===== config.mk =====
export PLATFORM = sky130hd
export DESIGN_NAME = traffic_phase_sequencer_flat
export DESIGN_NICKNAME = d
export VERILOG_FILES = /design/src/rtl/traffic_phase_sequencer_if.sv /design/src/rtl/traffic_phase_sequencer.sv /design/src/flat_wrapper.sv
export SDC_FILE = /design/constraint.sdc
export NUM_CORES = 1
export LEC_CHECK = 0
export ABC_AREA = 0
export CAP_MARGIN = 10
export CORE_ASPECT_RATIO = 1.4
export CORE_UTILIZATION = 28
export CTS_CLUSTER_DIAMETER = 200
export DETAILED_ROUTE_END_ITERATION = 16
export SKIP_LAST_GASP = 1
export SYNTH_ARGS = -nofsm -noshare
export SYNTH_HDL_FRONTEND = slang
export SYNTH_SLANG_ARGS = --single-unit
export TNS_END_PERCENT = 50

===== constraint.sdc =====
create_clock -name clock -period 4.5 [get_ports clock]
set_input_delay 0.675 -clock clock [delete_from_list [all_inputs] [get_ports clock]]
set_output_delay 0.675 -clock clock [all_outputs]
set_load 0.02 [all_outputs]

===== src/rtl/traffic_phase_sequencer_if.sv =====
// -----------------------------------------------------------------------------
// traffic_phase_sequencer_if
//   Groups the sequencer's control inputs and lamp/handshake outputs into one
//   bundle. The module that supplies stimulus uses the master view. The
//   sequencer itself uses the slave view.
//
//   sec_level  1 Hz toggling level from the divider; a rising edge is one tick
//   hold       1 = freeze the sequence (ticks discarded)
//   car_ew     EW car-demand sensor (level)
//   ped_req    pedestrian request pulse (>= 1 cycle)
//   ns_light   NS lamps {red,yellow,green}, one-hot
//   ew_light   EW lamps {red,yellow,green}, one-hot
//   walk       pedestrian walk lamp
//   ped_ack    one-cycle pulse: a pedestrian request was latched
//   phase      current state encoding
// -----------------------------------------------------------------------------
interface traffic_phase_sequencer_if;
  logic       sec_level;
  logic       hold;
  logic       car_ew;
  logic       ped_req;
  logic [2:0] ns_light;
  logic [2:0] ew_light;
  logic       walk;
  logic       ped_ack;
  logic [2:0] phase;

  modport master (
    output sec_level, hold, car_ew, ped_req,
    input  ns_light, ew_light, walk, ped_ack, phase
  );

  modport slave (
    input  sec_level, hold, car_ew, ped_req,
    output ns_light, ew_light, walk, ped_ack, phase
  );
endinterface


===== src/rtl/traffic_phase_sequencer.sv =====
// -----------------------------------------------------------------------------
// traffic_phase_sequencer
//   Steps a two-road intersection through its light phases, one step per 1 s
//   tick. A tick is a rising edge of the divider's toggling sec_level.
//   The normal order is:
//     RED_A -> NS_G -> NS_Y -> RED_B -> EW_G -> EW_Y -> RED_A
//   Each phase lasts its T_* ticks.
//   NS green is extended in whole green periods, at most MAX_EXT times in a
//   row, while there is no EW demand and no pedestrian waiting.
//
//   Ports:
//     clock  system clock
//     reset  asynchronous, active-high reset
//     bus    traffic_phase_sequencer_if.slave. Inputs are sec_level, hold,
//            car_ew and ped_req. Outputs are ns_light, ew_light, walk,
//            ped_ack and phase.
//
//   Optional feature, macro PED_WALK_EN:
//     Defined: a latched pedestrian request diverts RED_A into a WALK phase.
//     Undefined: ped_req is ignored, and walk and ped_ack stay 0.
// -----------------------------------------------------------------------------
module traffic_phase_sequencer #(
  parameter int unsigned T_GREEN  = 10,
  parameter int unsigned T_YELLOW = 3,
  parameter int unsigned T_ALLRED = 1,
  parameter int unsigned T_WALK   = 5,
  parameter int unsigned MAX_EXT  = 3,
  parameter int unsigned CW       = 6
) (
  input  logic                      clock,
  input  logic                      reset,
  traffic_phase_sequencer_if.slave  bus
);

  typedef enum logic [2:0] {
    RED_A = 3'd0,
    NS_G  = 3'd1,
    NS_Y  = 3'd2,
    RED_B = 3'd3,
    EW_G  = 3'd4,
    EW_Y  = 3'd5,
    WALK  = 3'd6,
    BAD   = 3'd7
  } state_e;

  localparam int unsigned EXT_W = (MAX_EXT < 2) ? 1 : $clog2(MAX_EXT + 1);
  localparam logic [EXT_W-1:0] MAX_EXT_V = EXT_W'(MAX_EXT);

  state_e           state_q, state_d;
  logic [CW-1:0]    cnt_q, cnt_d;
  logic [EXT_W-1:0] ext_cnt_q, ext_cnt_d;
  logic             ped_pending_q, ped_pending_d;
  logic             ped_ack_q, ped_ack_d;
  logic             sec_q, sec_d;
  logic             tick;

  // Counter reload value on entry to a state (phase length minus one).
  function automatic logic [CW-1:0] load_for(state_e s);
    case (s)
      NS_G, EW_G: load_for = CW'(T_GREEN - 1);
      NS_Y, EW_Y: load_for = CW'(T_YELLOW - 1);
      WALK:       load_for = CW'(T_WALK - 1);
      default:    load_for = CW'(T_ALLRED - 1);
    endcase
  endfunction

  always_comb begin
    // NOTE: every variable gets a default first so that no path leaves one
    // unassigned. An unassigned path would infer a latch.
    state_d       = state_q;
    cnt_d         = cnt_q;
    ext_cnt_d     = ext_cnt_q;
    ped_pending_d = 1'b0;
    ped_ack_d     = 1'b0;
    sec_d         = bus.sec_level;
    tick          = bus.sec_level & ~sec_q;

`ifdef PED_WALK_EN
    ped_pending_d = ped_pending_q;
    // A request is taken only when none is pending and no walk is running.
    // It is latched even while the sequence is on hold.
    if (bus.ped_req && !ped_pending_q && (state_q != WALK)) begin
      ped_pending_d = 1'b1;
      ped_ack_d     = 1'b1;
    end
`endif

    if (state_q == BAD) begin
      // The unused code recovers on the next clock, tick or not.
      state_d   = RED_A;
      cnt_d     = load_for(RED_A);
      ext_cnt_d = '0;
    end else if (tick && !bus.hold) begin
      // The zero test comes before the decrement, so the counter never wraps.
      if (cnt_q != '0) begin
        cnt_d = cnt_q - CW'(1);
      end else begin
        case (state_q)
          RED_A: state_d = ped_pending_q ? WALK : NS_G;
          NS_G: begin
            if (!bus.car_ew && !ped_pending_q && (ext_cnt_q < MAX_EXT_V))
              ext_cnt_d = ext_cnt_q + EXT_W'(1);
            else
              state_d = NS_Y;
          end
          NS_Y:    state_d = RED_B;
          RED_B:   state_d = EW_G;
          EW_G:    state_d = EW_Y;
          EW_Y:    state_d = RED_A;
          WALK:    state_d = NS_G;
          default: state_d = RED_A;
        endcase
        // An extension also reloads, giving another full green period.
        cnt_d = load_for(state_d);
        if (state_d != NS_G) ext_cnt_d = '0;
`ifdef PED_WALK_EN
        if (state_d == WALK) ped_pending_d = 1'b0;
`endif
      end
    end
  end

  // sec_q resets high, so a level that is already high at reset release is
  // not counted as a tick.
  always_ff @(posedge clock or posedge reset) begin
    if (reset) begin
      state_q       <= RED_A;
      cnt_q         <= CW'(T_ALLRED - 1);
      ext_cnt_q     <= '0;
      ped_pending_q <= 1'b0;
      ped_ack_q     <= 1'b0;
      sec_q         <= 1'b1;
    end else begin
      // NOTE: non-blocking assignments make every flop sample the
      // pre-edge values. Blocking assignments here would create ordering
      // races between flops.
      state_q       <= state_d;
      cnt_q         <= cnt_d;
      ext_cnt_q     <= ext_cnt_d;
      ped_pending_q <= ped_pending_d;
      ped_ack_q     <= ped_ack_d;
      sec_q         <= sec_d;
    end
  end

  // Lamp decode comes from the state register only, so both roads can never
  // be non-red at the same time.
  always_comb begin
    bus.ns_light = 3'b100;
    bus.ew_light = 3'b100;
    case (state_q)
      NS_G:    bus.ns_light = 3'b001;
      NS_Y:    bus.ns_light = 3'b010;
      EW_G:    bus.ew_light = 3'b001;
      EW_Y:    bus.ew_light = 3'b010;
      default: ;
    endcase
  end

  assign bus.phase   = state_q;
  assign bus.ped_ack = ped_ack_q;

`ifdef PED_WALK_EN
  assign bus.walk = (state_q == WALK);
`else
  logic unused_ped_req;
  assign unused_ped_req = bus.ped_req;
  assign bus.walk       = 1'b0;
`endif

endmodule


===== src/flat_wrapper.sv =====
// flat-port wrapper written by rule: the top's interface ports become plain ports
module traffic_phase_sequencer_flat 
#(
  parameter int unsigned T_GREEN  = 10,
  parameter int unsigned T_YELLOW = 3,
  parameter int unsigned T_ALLRED = 1,
  parameter int unsigned T_WALK   = 5,
  parameter int unsigned MAX_EXT  = 3,
  parameter int unsigned CW       = 6
)
  (clock, reset, bus_sec_level, bus_hold, bus_car_ew, bus_ped_req, bus_ns_light, bus_ew_light, bus_walk, bus_ped_ack, bus_phase);
  traffic_phase_sequencer_if bus_i ();
  input  logic clock;
  input  logic reset;
  input wire logic [$bits(bus_i.sec_level)-1:0] bus_sec_level;
  input wire logic [$bits(bus_i.hold)-1:0] bus_hold;
  input wire logic [$bits(bus_i.car_ew)-1:0] bus_car_ew;
  input wire logic [$bits(bus_i.ped_req)-1:0] bus_ped_req;
  output wire logic [$bits(bus_i.ns_light)-1:0] bus_ns_light;
  output wire logic [$bits(bus_i.ew_light)-1:0] bus_ew_light;
  output wire logic [$bits(bus_i.walk)-1:0] bus_walk;
  output wire logic [$bits(bus_i.ped_ack)-1:0] bus_ped_ack;
  output wire logic [$bits(bus_i.phase)-1:0] bus_phase;
  assign bus_i.sec_level = bus_sec_level;
  assign bus_i.hold = bus_hold;
  assign bus_i.car_ew = bus_car_ew;
  assign bus_i.ped_req = bus_ped_req;
  assign bus_ns_light = bus_i.ns_light;
  assign bus_ew_light = bus_i.ew_light;
  assign bus_walk = bus_i.walk;
  assign bus_ped_ack = bus_i.ped_ack;
  assign bus_phase = bus_i.phase;
  traffic_phase_sequencer #(.T_GREEN(T_GREEN), .T_YELLOW(T_YELLOW), .T_ALLRED(T_ALLRED), .T_WALK(T_WALK), .MAX_EXT(MAX_EXT), .CW(CW)) u_core (.clock(clock), .reset(reset), .bus(bus_i));
endmodule

==> results_dict.tcl <==
set metrics [dict create \
    min_period_over_period_pct 59.8 \
    grt_pass1_vias 652 \
    cp_max_fo 15 \
    ys_ff_latch 12 \
    synth_edf_count 0 \
    start_util_pct 29.7 \
    drive_above_1_share_pct 11.4 \
    nets 115 \
    cts_tree "built" \
    fin_worst_skew_ps 3.75 \
    cp_num_buf_inv 1 \
    crit_slowest_cell "clkdlybuf4s50_1" \
    wire_per_inst_microns 12.5 \
    post-cts-setup-buffers 0 \
    whs_ps 515 \
    ys_warn_count 0 \
    p_seq_share_pct 42.0 \
    io_buffers 13 \
    synth_top_family_by_area "simple AND/OR/NAND/NOR gates" \
    async_flop_share_pct 100 \
    arrival_ps 2020 \
    ys.flop_type "dfrtp_1" \
    synth_most_common_cell "nor2_1" \
    crit_required_ps 3830 \
    maxSlewViolCount 0 \
    path_clk_slew_ps 80 \
    status "finished, final reports clean" \
    root_buffer "clkbuf_4" \
    fp.dieArea_sq_um 3020 \
    finalSetupViolations 0 \
    cp-end-kind "output port" \
    layout_min_cycle_time_ps 2690 \
    power_density_nw_per_um2 491 \
    io_pins 17 \
    ys_seq_area_share_pct 38.4 \
    post-place-ws_ps 1730 \
    power_switching_uw 193 \
    drt_iter0_drc 10 \
    grt_max_degree 16 \
    cp_cell_sequence "nor3b_1 > clkdlybuf4s50_1" \
    synth_area_sq_um 785 \
    crit_type "reg -> out" \
    tns_ps 0 \
    antenna_left 0 \
    synth.distinct_cells 34 \
    overflow 0 \
    synthXorXnorAreaFrac_pct 0 \
    crit_cells 2 \
    dpl.hpwl_microns 1320 \
    diodes 0 \
    synth_compound_area_share_pct 18.0 \
    clk_path_buf_depth 2 \
    startpoint_type "flop" \
    synth_area_leaders "dfrtp_1 35%, nor2_1 6.2%, ha_1 4.8%" \
    cts_hold_buffers 0 \
    cts.sink_count 12 \
    p_int_uw 281 \
    setup_slack_ps 1810 \
    cap_violations 0 \
    synthAdderAreaFrac_pct 4.78 \
    h-tree-depth 1 \
    final_cells 141 \
    r2r_cells 7 \
    postLayoutCellArea_sq_um 966 \
    drc 0 \
    postSynthCellCount 94 \
    leakage_nw 0.395 \
    vias 680 \
    yosys.area.top_type "dfrtp_1" \
    hold_depth 1 \
    rsz0062_at_grt "false" \
    core_sq_um 2640 \
    p_comb_share_pct 39.5 \
    via_per_inst 4.82 \
    routed_wl_microns 1760 \
    hold_viol 0 \
    antenna_found_initial 0 \
    pwr-share-clk_pct 18.6 \
    synth_common_cells "13 x nor2_1, 11 x dfrtp_1, 7 x a21oi_1, 7 x nor3_1" \
    grt_pass1_wl_microns 2930 \
    cts_resized 0 \
    cpPeakStageDelay_ps 690 \
    dp.cells 137 \
    syn_area_per_cell_sq_um 8.35 \
    synth.area.mux_share_pct 1.44 \
    dpl_cell_area_sq_um 930 \
    slew-limit-headroom_pct 53.6 \
    die_w_microns 46.7 \
    yosysTopAreaCellShare_pct 35.1 \
    peakVddDrop_mv 0.188 \
    p_sw_share_pct 40.6 \
    synth-simple-area-share_pct 30.1 \
    clock.fmax_mhz 372 \
    n_fill_cell 295 \
    cts_made_buffers 3 \
    holdCritPathClass "reg -> reg" \
    clk_latency_ps 280 \
    critPathTopFamily "buffers and inverters" \
    drt_pass1_iterations 4 \
    worst_pin_slew_ps 691 \
    area_growth_pct 23.1 \
    place.gp.congestion 0.805 \
    std_cell_rows 22 \
    fp.dieH_microns 64.6 \
    grtUsageTotal_pct 13.2 \
]
[layer usage]
layer	track usage [%]	vias up	share of wire, %
li1	-	351	-
met1	15.8	317	43
met2	22.6	9	53
met3	2.51	3	3.0
met4	4.29	0	1.2
met5	0	-	0
[layout by cell type (no fill, tap or decap), drive strengths merged, types with 2 or more instances in the layout]
cell type	count
nor3	7
clkbuf	4
a21oi	7
nand2	6
nor3b	3
ha	3
nor2	14
clkdlybuf4s50	13
or2	2
nand3	2
inv	5
o21ai	6
conb	2
o22ai	3
dfrtp	11
[area by class of cell]
type	instances	area, sq um	area share, %
Clock buffer	4	36.3	3.76
Timing Repair Buffer	13	130	13.5
Inverter	5	18.8	1.94
Tap cell	36	45.0	4.66
Multi-Input combinational cell	71	434	44.9
Sequential cell	12	302	31.2
[cells by family (layout without fill, tap and decap cells)]
| family | Yosys count | count (layout) |
|---|---|---|
| simple gates | 42 | 42 |
| mux | 1 | 1 |
| compound gates | 23 | 23 |
| fa+ha+maj | 3 | 3 |
| flops | 12 | 12 |
| other cells | 1 | 2 |
| buf+inv | 12 | 22 |
[state kept, by name, summed over array words and instances, names as in the netlist]
name              count
u_core.sec_q          1
u_core.ext_cnt_q      2
u_core.bus.phase      3
u_core.cnt_q          6
[metrics by stage]
| stage | power [mW] | util (%) |
|---|---|---|
| after CTS | 0.477 | 36.6 |
| after global placement | 0.381 | 35.2 |
| after global routing | 0.515 | 36.6 |
| after floorplan | 0.327 | - |
| final | 0.474 | 36.6 |
| after detailed placement | 0.388 | 35.2 |
[final timing paths]
path | startpoint | to | slack, ps
min in group asynchronous | reset | u_core.cnt_q[1]$_DFFE_PP0P_ | 710
max | u_core.bus.phase[0]$_DFFE_PP0P_ | bus_ns_light[0] | 1810
max in group asynchronous | reset | u_core.sec_q$_DFF_PP1_ | 3450
min | u_core.ext_cnt_q[0]$_DFFE_PP0P_ | u_core.ext_cnt_q[0]$_DFFE_PP0P_ | 520
max reg2reg | u_core.cnt_q[0]$_DFFE_PP0P_ | u_core.ext_cnt_q[0]$_DFFE_PP0P_ | 2260
min reg2reg | u_core.ext_cnt_q[0]$_DFFE_PP0P_ | u_core.ext_cnt_q[0]$_DFFE_PP0P_ | 520
[worst reg2reg max path, stage by stage (launching register included)]
cell,delay (ps)
dfrtp_1,400
inv_1,120
ha_1,200
or3b_4,410
nor4b_4,510
a21oi_1,170
o21ai_0,210
o31ai_1,100
[power groups by stage]
stage	clock network (mW)	registers (mW)	logic, mW
after CTS	0.0910	0.197	0.189
after floorplan	0	0.176	0.151
after global routing	0.0988	0.205	0.211
final	0.0879	0.199	0.187
after global placement	0	0.196	0.185
after detailed placement	0	0.199	0.189
No activity file was read; power rests on OpenSTA's default activity.
